### src/rtl/fsk_pkg.sv
// fsk_pkg: shared FSK carrier types and defaults
package fsk_pkg;
  localparam int FSK_CNT_W        = 9;
  localparam int FSK_NUM_TONES    = 4;
  localparam int FSK_DEFAULT_HALF = 256;
  typedef logic [FSK_CNT_W-1:0] half_t;
  typedef logic [$clog2(FSK_NUM_TONES)-1:0] tone_t;
  typedef enum logic {RUN, HOLD} mode_t;
endpackage

### src/rtl/tone_table.sv
// tone_table: validated half-period register file with async read port
module tone_table
  import fsk_pkg::*;
#(
  parameter int CNT_W        = FSK_CNT_W,
  parameter int NUM_TONES    = FSK_NUM_TONES,
  parameter int SEL_W        = $clog2(NUM_TONES),
  parameter int DEFAULT_HALF = FSK_DEFAULT_HALF
) (
  input  logic             clk,
  input  logic             rst,
  input  logic             cfg_we,
  input  logic [SEL_W-1:0] cfg_idx,
  input  logic [CNT_W-1:0] cfg_half,
  input  logic [SEL_W-1:0] sel,
  output logic [CNT_W-1:0] rd,
  output logic             cfg_err
);
  localparam logic [SEL_W:0] NT  = NUM_TONES[SEL_W:0];
  localparam logic [CNT_W-1:0] DEF = DEFAULT_HALF[CNT_W-1:0];
  logic [CNT_W-1:0] tbl [NUM_TONES];
  logic ok;
  assign ok = cfg_we && ({1'b0, cfg_idx} < NT) && |cfg_half;
  // Reads see the pre-edge contents, so a same-cycle reload gets the old value
  assign rd = ({1'b0, sel} < NT) ? tbl[sel] : DEF;
  // Accept only in-range, nonzero writes; flag everything else for one cycle
  always_ff @(posedge clk or negedge rst) begin
    if (!rst) begin
      for (int i = 0; i < NUM_TONES; i++) tbl[i] <= DEF;
      cfg_err <= 1'b0;
    end else begin
      if (ok) tbl[cfg_idx] <= cfg_half;
      cfg_err <= cfg_we && !ok;
    end
  end
endmodule

### src/rtl/fsk_tone_divider.sv
// fsk_tone_divider: phase-continuous multi-tone 50% square-wave carrier divider
module fsk_tone_divider
  import fsk_pkg::*;
#(
  parameter int CNT_W        = FSK_CNT_W,
  parameter int NUM_TONES    = FSK_NUM_TONES,
  parameter int SEL_W        = $clog2(NUM_TONES),
  parameter int DEFAULT_HALF = FSK_DEFAULT_HALF
) (
  input  logic             clk,
  input  logic             rst,
  input  logic             en,
  input  logic             restart,
  input  logic [SEL_W-1:0] tone_sel,
  input  logic             cfg_we,
  input  logic [SEL_W-1:0] cfg_idx,
  input  logic [CNT_W-1:0] cfg_half,
  output logic             out,
  output logic             tick,
  output logic [SEL_W-1:0] active_tone,
  output logic             cfg_err
);
  localparam logic [CNT_W-1:0] CNT_RST = CNT_W'(DEFAULT_HALF - 1);
  mode_t mode;
  logic [CNT_W-1:0] cnt, cnt_n, rd;
  logic out_n, tick_n, boundary, reload;
  logic [SEL_W-1:0] tone_n;
  tone_table #(
    .CNT_W(CNT_W), .NUM_TONES(NUM_TONES), .SEL_W(SEL_W), .DEFAULT_HALF(DEFAULT_HALF)
  ) u_table (
    .clk(clk), .rst(rst), .cfg_we(cfg_we), .cfg_idx(cfg_idx), .cfg_half(cfg_half),
    .sel(tone_sel), .rd(rd), .cfg_err(cfg_err)
  );
  // Mode follows en in the same cycle so a low en freezes that very edge
  always_comb mode = en ? RUN : HOLD;
  // Next state: restart beats a boundary; both reload from the selected tone
  always_comb begin
    boundary = (mode == RUN) && (cnt == '0);
    reload   = restart || boundary;
    cnt_n    = reload ? rd - 1'b1 : (mode == RUN) ? cnt - 1'b1 : cnt;
    tone_n   = reload ? tone_sel : active_tone;
    out_n    = restart ? 1'b0 : boundary ? ~out : out;
    tick_n   = !restart && boundary;
  end
  // Registered outputs and counter
  always_ff @(posedge clk or negedge rst) begin
    if (!rst) begin
      cnt         <= CNT_RST;
      out         <= 1'b0;
      tick        <= 1'b0;
      active_tone <= '0;
    end else begin
      cnt         <= cnt_n;
      out         <= out_n;
      tick        <= tick_n;
      active_tone <= tone_n;
    end
  end
endmodule

### config.mk
export PLATFORM = sky130hd
export DESIGN_NAME = fsk_tone_divider
export DESIGN_NICKNAME = d
export VERILOG_FILES = /design/src/rtl/fsk_pkg.sv /design/src/rtl/tone_table.sv /design/src/rtl/fsk_tone_divider.sv
export SDC_FILE = /design/constraint.sdc
export NUM_CORES = 1
export LEC_CHECK = 0
export ABC_AREA = 1
export CAP_MARGIN = 20
export CELL_PAD_IN_SITES_DETAIL_PLACEMENT = 1
export CELL_PAD_IN_SITES_GLOBAL_PLACEMENT = 2
export CORE_UTILIZATION = 37
export DETAILED_ROUTE_END_ITERATION = 16
export GPL_TIMING_DRIVEN = 0
export PLACE_DENSITY_LB_ADDON = 0.1
export SYNTH_ARGS = -nofsm -noshare
export SYNTH_HDL_FRONTEND = slang
export SYNTH_SLANG_ARGS = --single-unit
### constraint.sdc
create_clock -name clk -period 5.3 [get_ports clk]
set_input_delay 1.06 -clock clk [delete_from_list [all_inputs] [get_ports clk]]
set_output_delay 1.06 -clock clk [all_outputs]
set_load 0.02 [all_outputs]
## Word-level counts from Yosys, hierarchy flattened

Cells that the tools add are included.

| operators by class | value |
|---|---|
| bitwise operators | 3 |
| $add $sub $neg | 2 |
| shifts and indexed selects | 0 |
| equality and inequality tests | 0 |
| multipliers | 0 |
| $lt $le $gt $ge | 3 |
| div/mod/pow operators | 0 |
| reductions and logical operators | 12 |
| muxes and demuxes | 10 |

Operators by type and width:

| cell | number |
|---|---|
| 2-to-1 mux 9 bit | 5 |
| bitwise mux 36 bit | 1 |
| binary-select mux 9 bit (select 2 bit) | 1 |
| demux 9 bit (select 2 bit) | 1 |
| subtractor 9 x 1 -> 9 bit (second input constant) | 2 |
| logical NOT 9 bit | 1 |
| OR reduction 9 bit | 1 |
| >= comparator 3 bit (second input constant) | 2 |
| inverter 2 -> 3 bit | 2 |
| logical AND 1 bit | 5 |
| nonzero test 2 bit | 2 |
| less-than comparator 3 x 1 -> 1 bit (second input constant) | 1 |
| logical NOT 1 bit | 2 |
| 2-to-1 mux 1 bit | 2 |
| logical OR 1 bit | 1 |
| inverter 1 bit | 1 |

| word-level totals | value |
|---|---|
| memory bits (read-only) | 0 |
| RAM bits | 0 |
| register bits | 50 |
| latch bits | 0 |
| input bits | 18 |
| memories kept | 0 |

## Depth between registers and ports, before layout

Gate-level depths: netlist (run 1).

| logic depth | value |
|---|---|
| depth in word-level cells | 6 |
| depth in mapped cells | 16 |

## Hierarchy

From an unflattened synthesis (run 1), not the netlist that was laid out.

| second synthesis, totals | value |
|---|---|
| cells, all modules | 369 |
| area total of the unflattened synthesis | 2777.7 µm² |

Modules (own cells, without submodules):

| module | seq. area each (µm²) | area an instance (µm²) | cells each | instances |
|---|---|---|---|---|
| tone_table | 930.9 | 1841.8 | 224 | 1 |
| fsk_tone_divider | 335.3 | 935.9 | 145 | 1 |

## Worst setup path after synthesis (run 1)

OpenSTA, ideal clock, no wires.

| timing path | value |
|---|---|
| kind | input -> register |
| from | input port en |
| to | register cnt[8] |
| arrival time | 2.234 ns |
| stages on the path | 13 |
| path slack | 2.949 ns |
| path buffers | 1 |
| cell sequence | nand2_1 -> nor2_2 -> nand2_4 -> nand2_4 -> buf_12 -> nand2_4 -> nand2_4 -> ha_1 -> nand2_1 -> nor2_4 -> nand3_1 -> nand3_1 -> nand2_1 |

| on the way | value |
|---|---|
| cells in the longest elaborated chain, start to end | 3 |
| elaborated cells between the ends (all ways) | 4 |

RTL lines:

| element | line | text |
|---|---|---|
| start, declared | fsk_tone_divider.sv:12 | `input logic en,` |
| logical AND 1 bit | fsk_tone_divider.sv:38 | `boundary = (mode == RUN) && (cnt == '0);` |
| logical OR 1 bit | fsk_tone_divider.sv:39 | `reload = restart \|\| boundary;` |
| 2-to-1 mux 9 bit / nonzero test 2 bit (equally long branches) | n/a |  |
| end signal, assigned | fsk_tone_divider.sv:53 | `cnt <= cnt_n;` |
| end, declared | fsk_tone_divider.sv:25 | `logic [CNT_W-1:0] cnt, cnt_n, rd;` |

Several ways; a longest one is shown, not always the timed one.
A chain may end at the register's enable or synchronous reset.

## Final worst setup path (run 1)

| timing path | value |
|---|---|
| from | input port cfg_half[7] |
| to | register u_table.tbl[18] (netlist bit) |

| on the way | value |
|---|---|
| cells in the longest elaborated chain, start to end | 2 |

RTL lines:

| element | line | text |
|---|---|---|
| start, declared | fsk_tone_divider.sv:17 | `input logic [CNT_W-1:0] cfg_half,` |
| OR reduction 9 bit | tone_table.sv:23 | `assign ok = cfg_we && ({1'b0, cfg_idx} < NT) && \|cfg_half;` |
| logical AND 1 bit | tone_table.sv:23 |  |
| end signal, assigned by index | tone_table.sv:32 | `if (ok) tbl[cfg_idx] <= cfg_half;` |
| end, declared | tone_table.sv:21 | `logic [CNT_W-1:0] tbl [NUM_TONES];` |

No other way between the ends.

==> metrics.md, run 1 <==
| Metric | Value |
|---|---|
| Run status | finished, final reports clean |
| Register cell area after layout | between 1000 and 1500 µm² |
| Area of the core | between 6000 and 7000 µm² |
| Ys async rst share | 1.000 |
| Multiplexer share of the synthesized area | 0.03760 |
| Crit path launch type | primary input |
| Yosys warnings | 0 |
| Overflow after GRT | 0 |
| Syn avg cell area | ~8 µm² |
| Source-to-sink clock delay at the later pin of the worst-skew pair | roughly 0.3 ns |
| Router iterations before antenna repair | 4 |
| Flop and latch count out of synthesis | 50 |
| IO Port Bufs | 21 |
| Antenna violations before repair | 0 |
| Count of mapped cells out of synthesis | 330 |
| Worst hold slack after final layout | approximately 0.48 ns |
| Crit path time final | slightly below 3 ns |
| Worst setup path start | cfg_half[7] |
| # fillers | between 800 and 900 |
| Slew at the pin closest to its max-slew limit | ~0.76 ns |
| H-tree Lvls | 2 |
| Worst-path clk slew | approximately 0.090 ns |
| Critical path type | in -> reg |
| Areal power density over the cells | between 300 and 400 nW/µm² |
| Longest Clk Path Bufs | 2 |
| Max Transition Viols Final | 0 |
| Hold Crit Start | u_table.tbl[35]$_DFFE_PN1P_ |
| Setup fix buffers added after clock tree synthesis | 0 |
| Total number of clock tree sinks | 50 |
| Global Route Usage Sum | 0.1952 |
| Dominant combinational cell family by area after synthesis | simple AND/OR/NAND/NOR gates |
| Share of layout cells above drive strength 1 | 0.1667 |
| Final RePlAce weighted congestion | 0.7958 |
| Clock tree root driver cell | clkbuf_8 |
| Hold Buf Count CTS | 0 |
| Starting density of the core | 0.3902 |
| Violation count after the first detailed-route iteration | between 60 and 70 |
| Die outline area | ~7600 µm² |
| FF-to-FF Start | cnt[4]$_DFFE_PN1P_ |
| HP Class | reg -> reg |
| Worst Path Arrival | roughly 3 ns |
| Post-cts resize count | 0 |
| Adder-cell area share of the yosys netlist | 0.004643 |
| Global-route wire length before repair | between 10 and 15 mm |
| RSZ-0062 raised after global routing | no |
| Number of nets in the synthesized netlist | around 350 |
| Width of the die | 87.35 µm |
| Post-synth top flop | dfrtp_1 |
| Setup skew after layout | about 0.0066 ns |
| Worst slew slack as a fraction of its limit | 0.4874 |
| Sum of routed wire length over all layers | between 6 and 7 mm |
| Number of synthesized flops with an enable pin | 0 |
| Leakage dissipation | around 1.5 nW |
| CP required | about 5.5 ns |
| Met2 layer wire length in the routed design | about 3.1 mm |
| Number of routed nets with antenna violations | 0 |
| Type of destination of the critical path | flop |
| Max Clock Freq | about 0.35 GHz |
| Wire length per cell after detailed routing | around 14 µm |
| Number of hold violations in the final report | 0 |
| CTS tree | built |
| Die height | 87.35 µm |
| IR Drop Worst-Case VDD | roughly 0.00014 V |
| Maximum number of pins on one net before global-route repair | 29 |
| Uppermost signal routing layer after detailed routing | met4 |
| HPWL after detailed placement | 4.810 mm |
| Number of buffers inserted during clock tree synthesis | 5 |
| Total Neg Setup Slack | 0 ns |
| Antenna cell count | 0 |
| Rows | 30 |
| Synthesized-area fraction occupied by and/or/nand/nor cells | 0.2697 |
| Post-Synth XOR/XNOR Area | 0 |
| Avg Vias per Cell | ~4.8 |
| Wl on met1 | 3.285 mm |
| Via Count | ~2200 |
| Max-Cap Viols | 0 |
| Layout Nets | 378 |
| Number of ports placed on the die boundary | 23 |
| Reg-to-reg slack, setup | around 3.3 ns |
| Sequential-to-total area share from yosys stat | 0.4698 |
| Final Cycle Share | 0.5458 |
| Post-route DRC | 0 |
| Critical path fanouts, max | 10 |
| Post-Synthesis Cell Area | ~2700 µm² |
| Distinct cell type count of the synthesized netlist | 30 |
| Complex-gate fraction of the synthesized area | 0.1184 |
| Layout overhead on the synthesized area | 16.76% |
| Met3 wire length | ~160 µm |
| Final setup violating endpoints | 0 |
| Area taken by multi-input logic gates | 1160 µm² |
| Vias in the first global route | ~2200 |
-- through the flow --
step	cell area [µm²]	utilization	total power [mW]	worst slack, ns	cells
after floorplan	2695	-	0.6571	2.949	330
after global placement	3025	0.4380	0.7282	1.570	447
after detailed placement	3040	0.4402	0.7371	2.090	448
after CTS	3147	0.4556	1.007	2.404	456
after global routing	3147	0.4556	1.063	2.262	456
final	3147	0.4556	0.9911	2.407	456
-- cells by family after synthesis --
| kind of cell | after synthesis |
|---|---|
| AOI/OAI and AO/OA | 59 |
| buffers and inverters | 59 |
| adders and majority gates | 1 |
| muxes | 9 |
| and+or+nand+nor | 152 |
| DFF | 50 |
-- power by group --
group          internal, mW  switching [mW]
combinational        0.0943           0.144
clock                 0.141           0.123
sequential            0.460          0.0285
-- area by class of cell --
cell class,instances,share of cell area
flip-flops and latches,50,0.4024
inverters,49,0.05845
clock inverters,1,0.009543
multi-input cells,221,0.3686
well taps,96,0.03817
plain buffers,10,0.02704
clock buffers,7,0.02425
repair buffers,22,0.07157
-- registers in the layout (all words and copies together) (netlist names) --
name / cells
u_table.tbl: 36
cnt: 9
active_tone: 2
out: 1
tick: 1
u_table.cfg_err: 1
-- layer usage --
layer / GRT usage / vias up
met4: 0.03130 / 0
met2: 0.3239 / 21
met3: 0.03128 / 2
li1: - / 1100
met5: 0 / -
met1: 0.2722 / 1043
-- worst paths after layout --
path                                                    end  depth (start not counted)
worst min register to register  u_table.tbl[35]$_DFFE_PN1P_                          2
min in group asynchronous       u_table.tbl[25]$_DFFE_PN0P_                          1
max in group asynchronous                cnt[4]$_DFFE_PN1P_                          2
worst min-delay path            u_table.tbl[35]$_DFFE_PN1P_                          2
worst max-delay path            u_table.tbl[18]$_DFFE_PN0P_                          7
worst max register to register           cnt[8]$_DFFE_PN0P_                         14
-- Yosys cell counts, types with 2 or more instances --
library cell  number  area share
nor3_2             2      0.0074
nor2_2             4      0.0093
buf_4              3      0.0084
nor2_4             3       0.013
inv_2              7      0.0098
nand3_1           19       0.035
dfrtp_1           38        0.35
nand2_1           95        0.13
dfstp_2           12        0.12
nor2_1             9       0.013
nand3b_1           3      0.0084
mux2_1             9       0.038
nand2_2            7       0.016
buf_2              4      0.0074
o21ai_1           34       0.063
buf_6              2      0.0084
o211ai_1           7       0.019
nand2_4            7       0.029
o21ai_0            7       0.013
inv_1             41       0.057
a21oi_1            8       0.015
-- layout by cell type, fill, tap and decap left out, types with 2 or more instances in the layout --
cell type | Yosys | final
nand2_1 | 95 | 95
inv_1 | 41 | 41
dfrtp_1 | 38 | 38
o21ai_1 | 34 | 34
clkdlybuf4s50_1 | 0 | 20
nand3_1 | 19 | 19
dfstp_2 | 12 | 12
nor2_1 | 9 | 9
mux2_1 | 9 | 9
a21oi_1 | 8 | 8
inv_2 | 7 | 7
nand2_4 | 7 | 7
o21ai_0 | 7 | 7
nand2_2 | 7 | 7
o211ai_1 | 7 | 7
buf_2 | 4 | 5
clkbuf_8 | 0 | 5
nor2_2 | 4 | 4
buf_4 | 3 | 3
nand3b_1 | 3 | 3
nor2_4 | 3 | 3
buf_12 | 1 | 2
buf_6 | 2 | 2
nor3_2 | 2 | 2
clkbuf_1 | 0 | 2
-- critical path, cell delays in order --
cell	delay [ns]
clkdlybuf4s50_1	0.57
nor3_1	0.10
nand3_1	0.14
nand2_2	0.11
nor3_2	0.60
buf_2	0.39
o21ai_1	0.10
Power figures use the tool's default switching activity.
==> run 2: changes to the inputs <==
--- a/config.mk
+++ b/config.mk
@@ -9,7 +9,7 @@
 export CAP_MARGIN = 20
 export CELL_PAD_IN_SITES_DETAIL_PLACEMENT = 1
 export CELL_PAD_IN_SITES_GLOBAL_PLACEMENT = 2
-export CORE_UTILIZATION = 37
+export CORE_UTILIZATION = 31
 export DETAILED_ROUTE_END_ITERATION = 16
 export GPL_TIMING_DRIVEN = 0
 export PLACE_DENSITY_LB_ADDON = 0.1
==> constraint.sdc (replaced) <==
create_clock -name clk -period 2.6 [get_ports clk]
set_input_delay 0.52 -clock clk [delete_from_list [all_inputs] [get_ports clk]]
set_output_delay 0.52 -clock clk [all_outputs]
set_load 0.02 [all_outputs]
==> metrics.md, run 2 (same netlist as run 1, synthesis figures left out) <==
| Metric | Value |
|---|---|
| Layout Nets | 378 (unchanged) |
| Total Neg Setup Slack | 0 ns (unchanged) |
| Layout Cells excl Fill | 465 (+2.0%) |
| Final setup violating endpoints | 0 (unchanged) |
| HP Class | in -> async |
| Total number of clock tree sinks | 50 (unchanged) |
| Number of hold violations in the final report | 0 (unchanged) |
| Logic gate share of total power | 0.252 (+0.011) |
| Starting density of the core | 0.3247 (-0.06548) |
| Type of destination of the critical path | flop |
| Delay of the slowest cell on the worst path | 0.59 ns (about the same) |
| # fillers | 1032 (+19%) |
| Longest Clk Path Bufs | 2 (unchanged) |
| Die outline area | 9071 µm² (+19%) |
| HPWL after detailed placement | 5.022 mm (+4.4%) |
| Hold Buf Count CTS | 0 (unchanged) |
| Post-cts resize count | 0 (unchanged) |
| IR Drop Worst-Case VDD | 0.0002225 V (+55%) |
| Slew at the pin closest to its max-slew limit | 0.7435 ns (-0.02123 ns) |
| Wire length per cell after detailed routing | 15.00 µm (+4.5%) |
| Largest register by flop count | u_table.tbl |
| Avg Vias per Cell | 4.742 (-0.17%) |
| Crit-path cells | clkdlybuf4s50_1 > nor4_1 > nand3_1 > nand2_2 > nor3_2 > buf_2 > nand2_1 > o21ai_1 |
| Cell area after layout | 3136 µm² (-0.36%) |
| P_sw | 620.3 µW (+110%) |
| Total power | 1.941 mW (+96%) |
| Global Route Usage Sum | 0.1754 (-0.01983) |
| Setup skew after layout | 0.005363 ns (-0.001262 ns) |
| Post-route DRC | 0 (unchanged) |
| Internal power of the cells | 1.321 mW (+90%) |
| FF-to-FF Start | cnt[4]$_DFFE_PN1P_ |
| Maximum number of pins on one net before global-route repair | 28 (-3.4%) |
| Leakage dissipation | 1.467 nW (-0.94%) |
| Worst hold slack after final layout | 0.2300 ns (-0.2522 ns) |
| Vias in the first global route | 2307 (+3.2%) |
| Worst Path Arrival | 2.59 ns (-0.48 ns) |
| Sum of routed wire length over all layers | 6.976 mm (+6.5%) |
| Part of the total power dissipated in sequential elements | 0.512 (+0.019) |
| Overflow after GRT | 0 (unchanged) |
| Highest-delay cell along the critical path | clkdlybuf4s50_1 |
| Number of ports placed on the die boundary | 23 (unchanged) |
| Final Cycle Share | 0.9032 |
| Leading cell type in the layout, fill and taps excluded | nand2_1 |
| Registers with the most flip-flops | u_table.tbl x36, cnt x9, active_tone x2 |
| Area of the core | 8299 µm² (+20%) |
| CTS tree | built |
| Source-to-sink clock delay at the later pin of the worst-skew pair | 0.31 ns (about the same) |
| Clk pwr share | 0.237 (-0.029) |
| Worst setup slack after layout | 0.2516 ns (-2.156 ns) |
| Via Count | 2205 (+1.8%) |
| Areal power density over the cells | 619.1 nW/µm² (+97%) |
| Reg2reg end | cnt[8]$_DFFE_PN0P_ |
| Worst setup path start | cfg_half[2] |
| Critical path type | in -> reg |
| Switching share of power | 0.3196 (+0.02157) |
| Run status | finished, final reports clean |
| Crit path time final | between 2 and 2.5 ns |
| Final RePlAce weighted congestion | 0.7440 (-6.5%) |
| Number of buffers inserted during clock tree synthesis | 5 (unchanged) |
| Cell area after placement | 3052 µm² (+0.37%) |
| Final core occ | 0.3778 (-0.07781) |
| Global-route wire length before repair | 11.68 mm (+3.6%) |
| Router iterations before antenna repair | 4 (unchanged) |
| Crit path launch type | primary input |
| Layout overhead on the synthesized area | 16.34% |
| Number of routed nets with antenna violations | 0 (unchanged) |
| IO Port Bufs | 21 (unchanged) |
| Max Transition Viols Final | 0 (unchanged) |
| Antenna cell count | 0 (unchanged) |
| Antenna violations before repair | 0 (unchanged) |
| Worst slew slack as a fraction of its limit | 0.5016 (+0.01423) |
| Rows | 33 (+10%) |
| Number of cells on the worst reg-to-reg path | 14 (unchanged) |
| Width of the die | 95.24 µm (+9.0%) |
| Placed cell count | 457 (+2.0%) |
| Worst setup slack after placement | -0.1565 ns (-2.247 ns) |
| Critical path fanouts, max | 10 (unchanged) |
| Setup fix buffers added after clock tree synthesis | 0 (unchanged) |
| Commonest cells after routing, fill and taps aside | nand2_1 (95), inv_1 (41), dfrtp_1 (38) |
| Worst-path clk slew | 0.10 ns (about the same) |
| H-tree Lvls | 2 (unchanged) |
| Share of layout cells above drive strength 1 | 0.1667 (unchanged) |
| Clock tree root driver cell | clkbuf_8 |
| End point of the critical path | u_table.tbl[25]$_DFFE_PN0P_ |
| RSZ-0062 raised after global routing | no |
| Max-Cap Viols | 0 (unchanged) |
| Violation count after the first detailed-route iteration | 66 (-1.5%) |
| Reg-to-reg slack, setup | 0.56 ns (-2.70 ns) |
| Flip-flop count of the largest register, all copies and words added | 36 (unchanged) |
| CP required | 2.84 ns (-2.64 ns) |
| Die height | 95.24 µm (+9.0%) |
| Max Clock Freq | between 0.4 and 0.5 GHz |
==> run 2: changes by cell type in the layout (fill, tap and decap cells not counted) <==
cell | before | now
bufinv_16 | 1 | 0
clkinvlp_4 | 0 | 1
==> run 2: area by class of cell <==
class                   count  area (µm²)  area share
inverters                  49       183.9     0.05866
multi-input cells         221        1160      0.3699
plain buffers              10       85.08     0.02713
flip-flops and latches     50        1266      0.4038
clock inverters             1       7.507    0.002394
repair buffers             22       225.2     0.07183
clock buffers               7       76.32     0.02434
well taps                 105       131.4     0.04190
==> run 2: critical path, delay by kind of cell <==
kind | cells | cell delay (ns)
simple gates | 5 | 1.00
compound gates | 1 | 0.08
buf+inv | 2 | 0.99
==> run 2: layer usage <==
layer / wire (µm) / GRT usage
met3: 213 / 0.03030
met1: 3243 / 0.2271
met2: 3426 / 0.2970
met5: 0 / 0
met4: 93 / 0.05303
==> run 2: power by group through the flow <==
stage               sequential (mW)  clock (mW)  combinational, mW
global placement               1.01           0              0.487
global route                   1.01       0.514              0.563
floorplan                      1.00           0              0.338
CTS                           0.994       0.483              0.500
detailed placement             1.01           0              0.496
finish                        0.993       0.460              0.488
==> run 2: how the worst min path moves through the flow <==
stage                             from                    endpoint  slack, ns  cells after the start
floorplan                          rst  active_tone[0]$_DFFE_PN0N_       0.22                      0
global placement    cnt[6]$_DFFE_PN1P_          cnt[6]$_DFFE_PN1P_       0.46                      2
detailed placement  cnt[5]$_DFFE_PN1P_          cnt[5]$_DFFE_PN1P_       0.47                      2
CTS                                rst              tick$_DFF_PN0_       0.26                      1
global route                       rst              tick$_DFF_PN0_       0.27                      1
finish                             rst              tick$_DFF_PN0_       0.23                      1
==> run 3: changes to the inputs <==
--- a/config.mk
+++ b/config.mk
@@ -9,6 +9,7 @@
 export CAP_MARGIN = 20
 export CELL_PAD_IN_SITES_DETAIL_PLACEMENT = 1
 export CELL_PAD_IN_SITES_GLOBAL_PLACEMENT = 2
+export CORE_ASPECT_RATIO = 0.75
 export CORE_UTILIZATION = 31
 export DETAILED_ROUTE_END_ITERATION = 16
 export GPL_TIMING_DRIVEN = 0
==> metrics.md, run 3 (same netlist as run 1, synthesis figures left out) <==
| Metric | Value |
|---|---|
| FF-to-FF Start | cnt[2]$_DFFE_PN1P_ |
| Switching share of power | 0.3037 (-0.01590) |
| Share of layout cells above drive strength 1 | 0.1694 (+0.002778) |
| Placed cell count | 460 (+0.66%) |
| Final Cycle Share | 0.9090 (+0.005822) |
| Met3 wire length | 254 µm (+19%) |
| Leakage dissipation | 1.508 nW (+2.7%) |
| CTS tree | built |
| Reg-to-reg slack, setup | 0.52 ns (-0.04 ns) |
| Layout Nets | 378 (unchanged) |
| Worst hold slack after final layout | 0.2575 ns (+0.02745 ns) |
| IR Drop Worst-Case VDD | 0.0002675 V (+20%) |
| Overflow after GRT | 0 (unchanged) |
| Final RePlAce weighted congestion | 0.7370 (-0.94%) |
| Number of hold violations in the final report | 0 (unchanged) |
| Internal power of the cells | 1.515 mW (+15%) |
| Die height | 82.75 µm (-13%) |
| Antenna violations before repair | 0 (unchanged) |
| Type of destination of the critical path | flop |
| Run status | finished, final reports clean |
| Final core occ | 0.3803 (+0.002538) |
| Width of the die | 109.7 µm (+15%) |
| Critical path type | in -> reg |
| Uppermost signal routing layer after detailed routing | met4 |
| Clock tree root driver cell | clkbuf_16 |
| Antenna cell count | 0 (unchanged) |
| Commonest cells after routing, fill and taps aside | nand2_1 (95), inv_1 (41), dfrtp_1 (38) |
| Die outline area | 9075 µm² (about the same) |
| IO Port Bufs | 21 (unchanged) |
| Number of ports placed on the die boundary | 23 (unchanged) |
| Area of the core | 8454 µm² (+1.9%) |
| Slew at the pin closest to its max-slew limit | 0.6783 ns (-0.06518 ns) |
| Global-route wire length before repair | 12.08 mm (+3.4%) |
| Final setup violating endpoints | 0 (unchanged) |
| Worst setup path start | tone_sel[0] |
| Total number of clock tree sinks | 50 (unchanged) |
| Total power | 2.176 mW (+12%) |
| Crit path launch type | primary input |
| Vias in the first global route | 2150 (-6.8%) |
| Total Neg Setup Slack | 0 ns (unchanged) |
| Number of cells on the worst reg-to-reg path | 15 (+1) |
| Max Clock Freq | 0.4231 GHz (-0.64%) |
| Reg2reg end | cnt[8]$_DFFE_PN0P_ |
| HPWL after detailed placement | 5.444 mm (+8.4%) |
| H-tree Lvls | 2 (unchanged) |
| Logic gate share of total power | 0.230 (-0.022) |
| Cell area after layout | 3216 µm² (+2.6%) |
| Violation count after the first detailed-route iteration | 96 (+45%) |
| End point of the critical path | cnt[8]$_DFFE_PN0P_ |
| Flip-flop count of the largest register, all copies and words added | 36 (unchanged) |
| Worst setup slack after layout | 0.2365 ns (-0.01514 ns) |
| Worst-path clk slew | 0.07 ns (-0.03 ns) |
| Source-to-sink clock delay at the later pin of the worst-skew pair | 0.30 ns (about the same) |
| Number of buffers inserted during clock tree synthesis | 5 (unchanged) |
| Rows | 29 (-12%) |
| Leading cell type in the layout, fill and taps excluded | nand2_1 |
| Crit path time final | 2.364 ns (+0.01514 ns) |
| Maximum number of pins on one net before global-route repair | 28 (unchanged) |
| Layout overhead on the synthesized area | 19.31% |
| Router iterations before antenna repair | 4 (unchanged) |
| Longest Clk Path Bufs | 2 (unchanged) |
| Max-Cap Viols | 0 (unchanged) |
| Wl on met1 | 4.175 mm (+29%) |
| Areal power density over the cells | 676.6 nW/µm² (+9.3%) |
| Clk pwr share | 0.311 (+0.074) |
| Cell area after placement | 3055 µm² (+0.12%) |
| Part of the total power dissipated in sequential elements | 0.459 (-0.053) |
| Post-route DRC | 0 (unchanged) |
| HP Class | in -> async |
| Setup skew after layout | 0.005949 ns (+0.0005856 ns) |
| Hold Buf Count CTS | 0 (unchanged) |
| P_sw | 660.6 µW (+6.5%) |
| Via Count | 2196 (-0.41%) |
| Critical path fanouts, max | 10 (unchanged) |
| Number of routed nets with antenna violations | 0 (unchanged) |
| Worst setup slack after placement | -0.1782 ns (-0.02170 ns) |
| Met2 layer wire length in the routed design | 2.923 mm (-15%) |
| Global Route Usage Sum | 0.1860 (+0.01058) |
| Wire length per cell after detailed routing | 15.94 µm (+6.3%) |
| Sum of routed wire length over all layers | 7.460 mm (+6.9%) |
| Layout Cells excl Fill | 468 (+0.65%) |
| Starting density of the core | 0.3188 (-0.005959) |
| Registers with the most flip-flops | u_table.tbl x36, cnt x9, active_tone x2 |
| Avg Vias per Cell | 4.692 (-1.0%) |
| RSZ-0062 raised after global routing | no |
| Worst Path Arrival | 2.55 ns (-0.04 ns) |
| Max Transition Viols Final | 0 (unchanged) |
| CP required | 2.79 ns (-0.05 ns) |
| Worst slew slack as a fraction of its limit | 0.5478 (+0.04615) |
| Largest register by flop count | u_table.tbl |
==> run 3: changes by cell type in the layout (fill, tap and decap cells not counted), sizes merged <==
| cell | before | now |
|---|---|---|
| clkinv | 1 | 2 |
| clkinvlp | 1 | 0 |
==> run 3: critical path, stage by stage <==
cell and delay (ns):
clkdlybuf4s50_1 0.60, buf_4 0.23, nand2_1 0.07, nand3_1 0.07, nand2_1 0.08, clkinv_1 0.05
nand2_1 0.04, nand2_1 0.13, ha_1 0.19, nand2_1 0.14, nor2_4 0.17, nand3_1 0.10
nand3_1 0.11, nand2_1 0.05
==> run 3: repair_timing <==
| action | in CTS | in global routing |
|---|---|---|
| buffers inserted | 0 | 0 |
| gates resized for setup | 0 | 2 |
| endpoints found under the setup margin | 0 | 10 |
==> run 3: power by group through the flow <==
stage                     registers [mW]  clock network [mW]  logic (mW)
after floorplan                     1.00                   0       0.338
after global placement              1.01                   0       0.494
after detailed placement            1.01                   0       0.505
after CTS                          0.999               0.702       0.508
after global routing                1.02               0.732       0.575
final                              0.998               0.678       0.500
==> run 3: worst min-delay path by stage <==
stage / start / end / slack, ns / cells after the start
after floorplan: rst / active_tone[0]$_DFFE_PN0N_ / 0.22 / 0
after global placement: u_table.tbl[35]$_DFFE_PN1P_ / u_table.tbl[35]$_DFFE_PN1P_ / 0.46 / 2
after detailed placement: u_table.tbl[35]$_DFFE_PN1P_ / u_table.tbl[35]$_DFFE_PN1P_ / 0.46 / 2
after CTS: rst / u_table.tbl[33]$_DFFE_PN0P_ / 0.27 / 1
after global routing: rst / u_table.tbl[24]$_DFFE_PN0P_ / 0.30 / 1
final: rst / u_table.tbl[24]$_DFFE_PN0P_ / 0.26 / 1
==> run 3: final cells by class <==
class	instances	area [µm²]
Inverter	49	183.9
Clock buffer	7	142.6
Timing Repair Buffer	22	225.2
Sequential cell	50	1266
Buffer	10	85.08
Clock inverter	1	5.005
Multi-Input combinational cell	221	1172
Fill cell	1028	5239
Tap cell	108	135.1
==> run 3: metal layers <==
metal,global-route usage,vias up
met2,0.2535,34
met1,0.2865,1048
met5,0,-
met3,0.03454,8
li1,-,1106
met4,0.06400,0
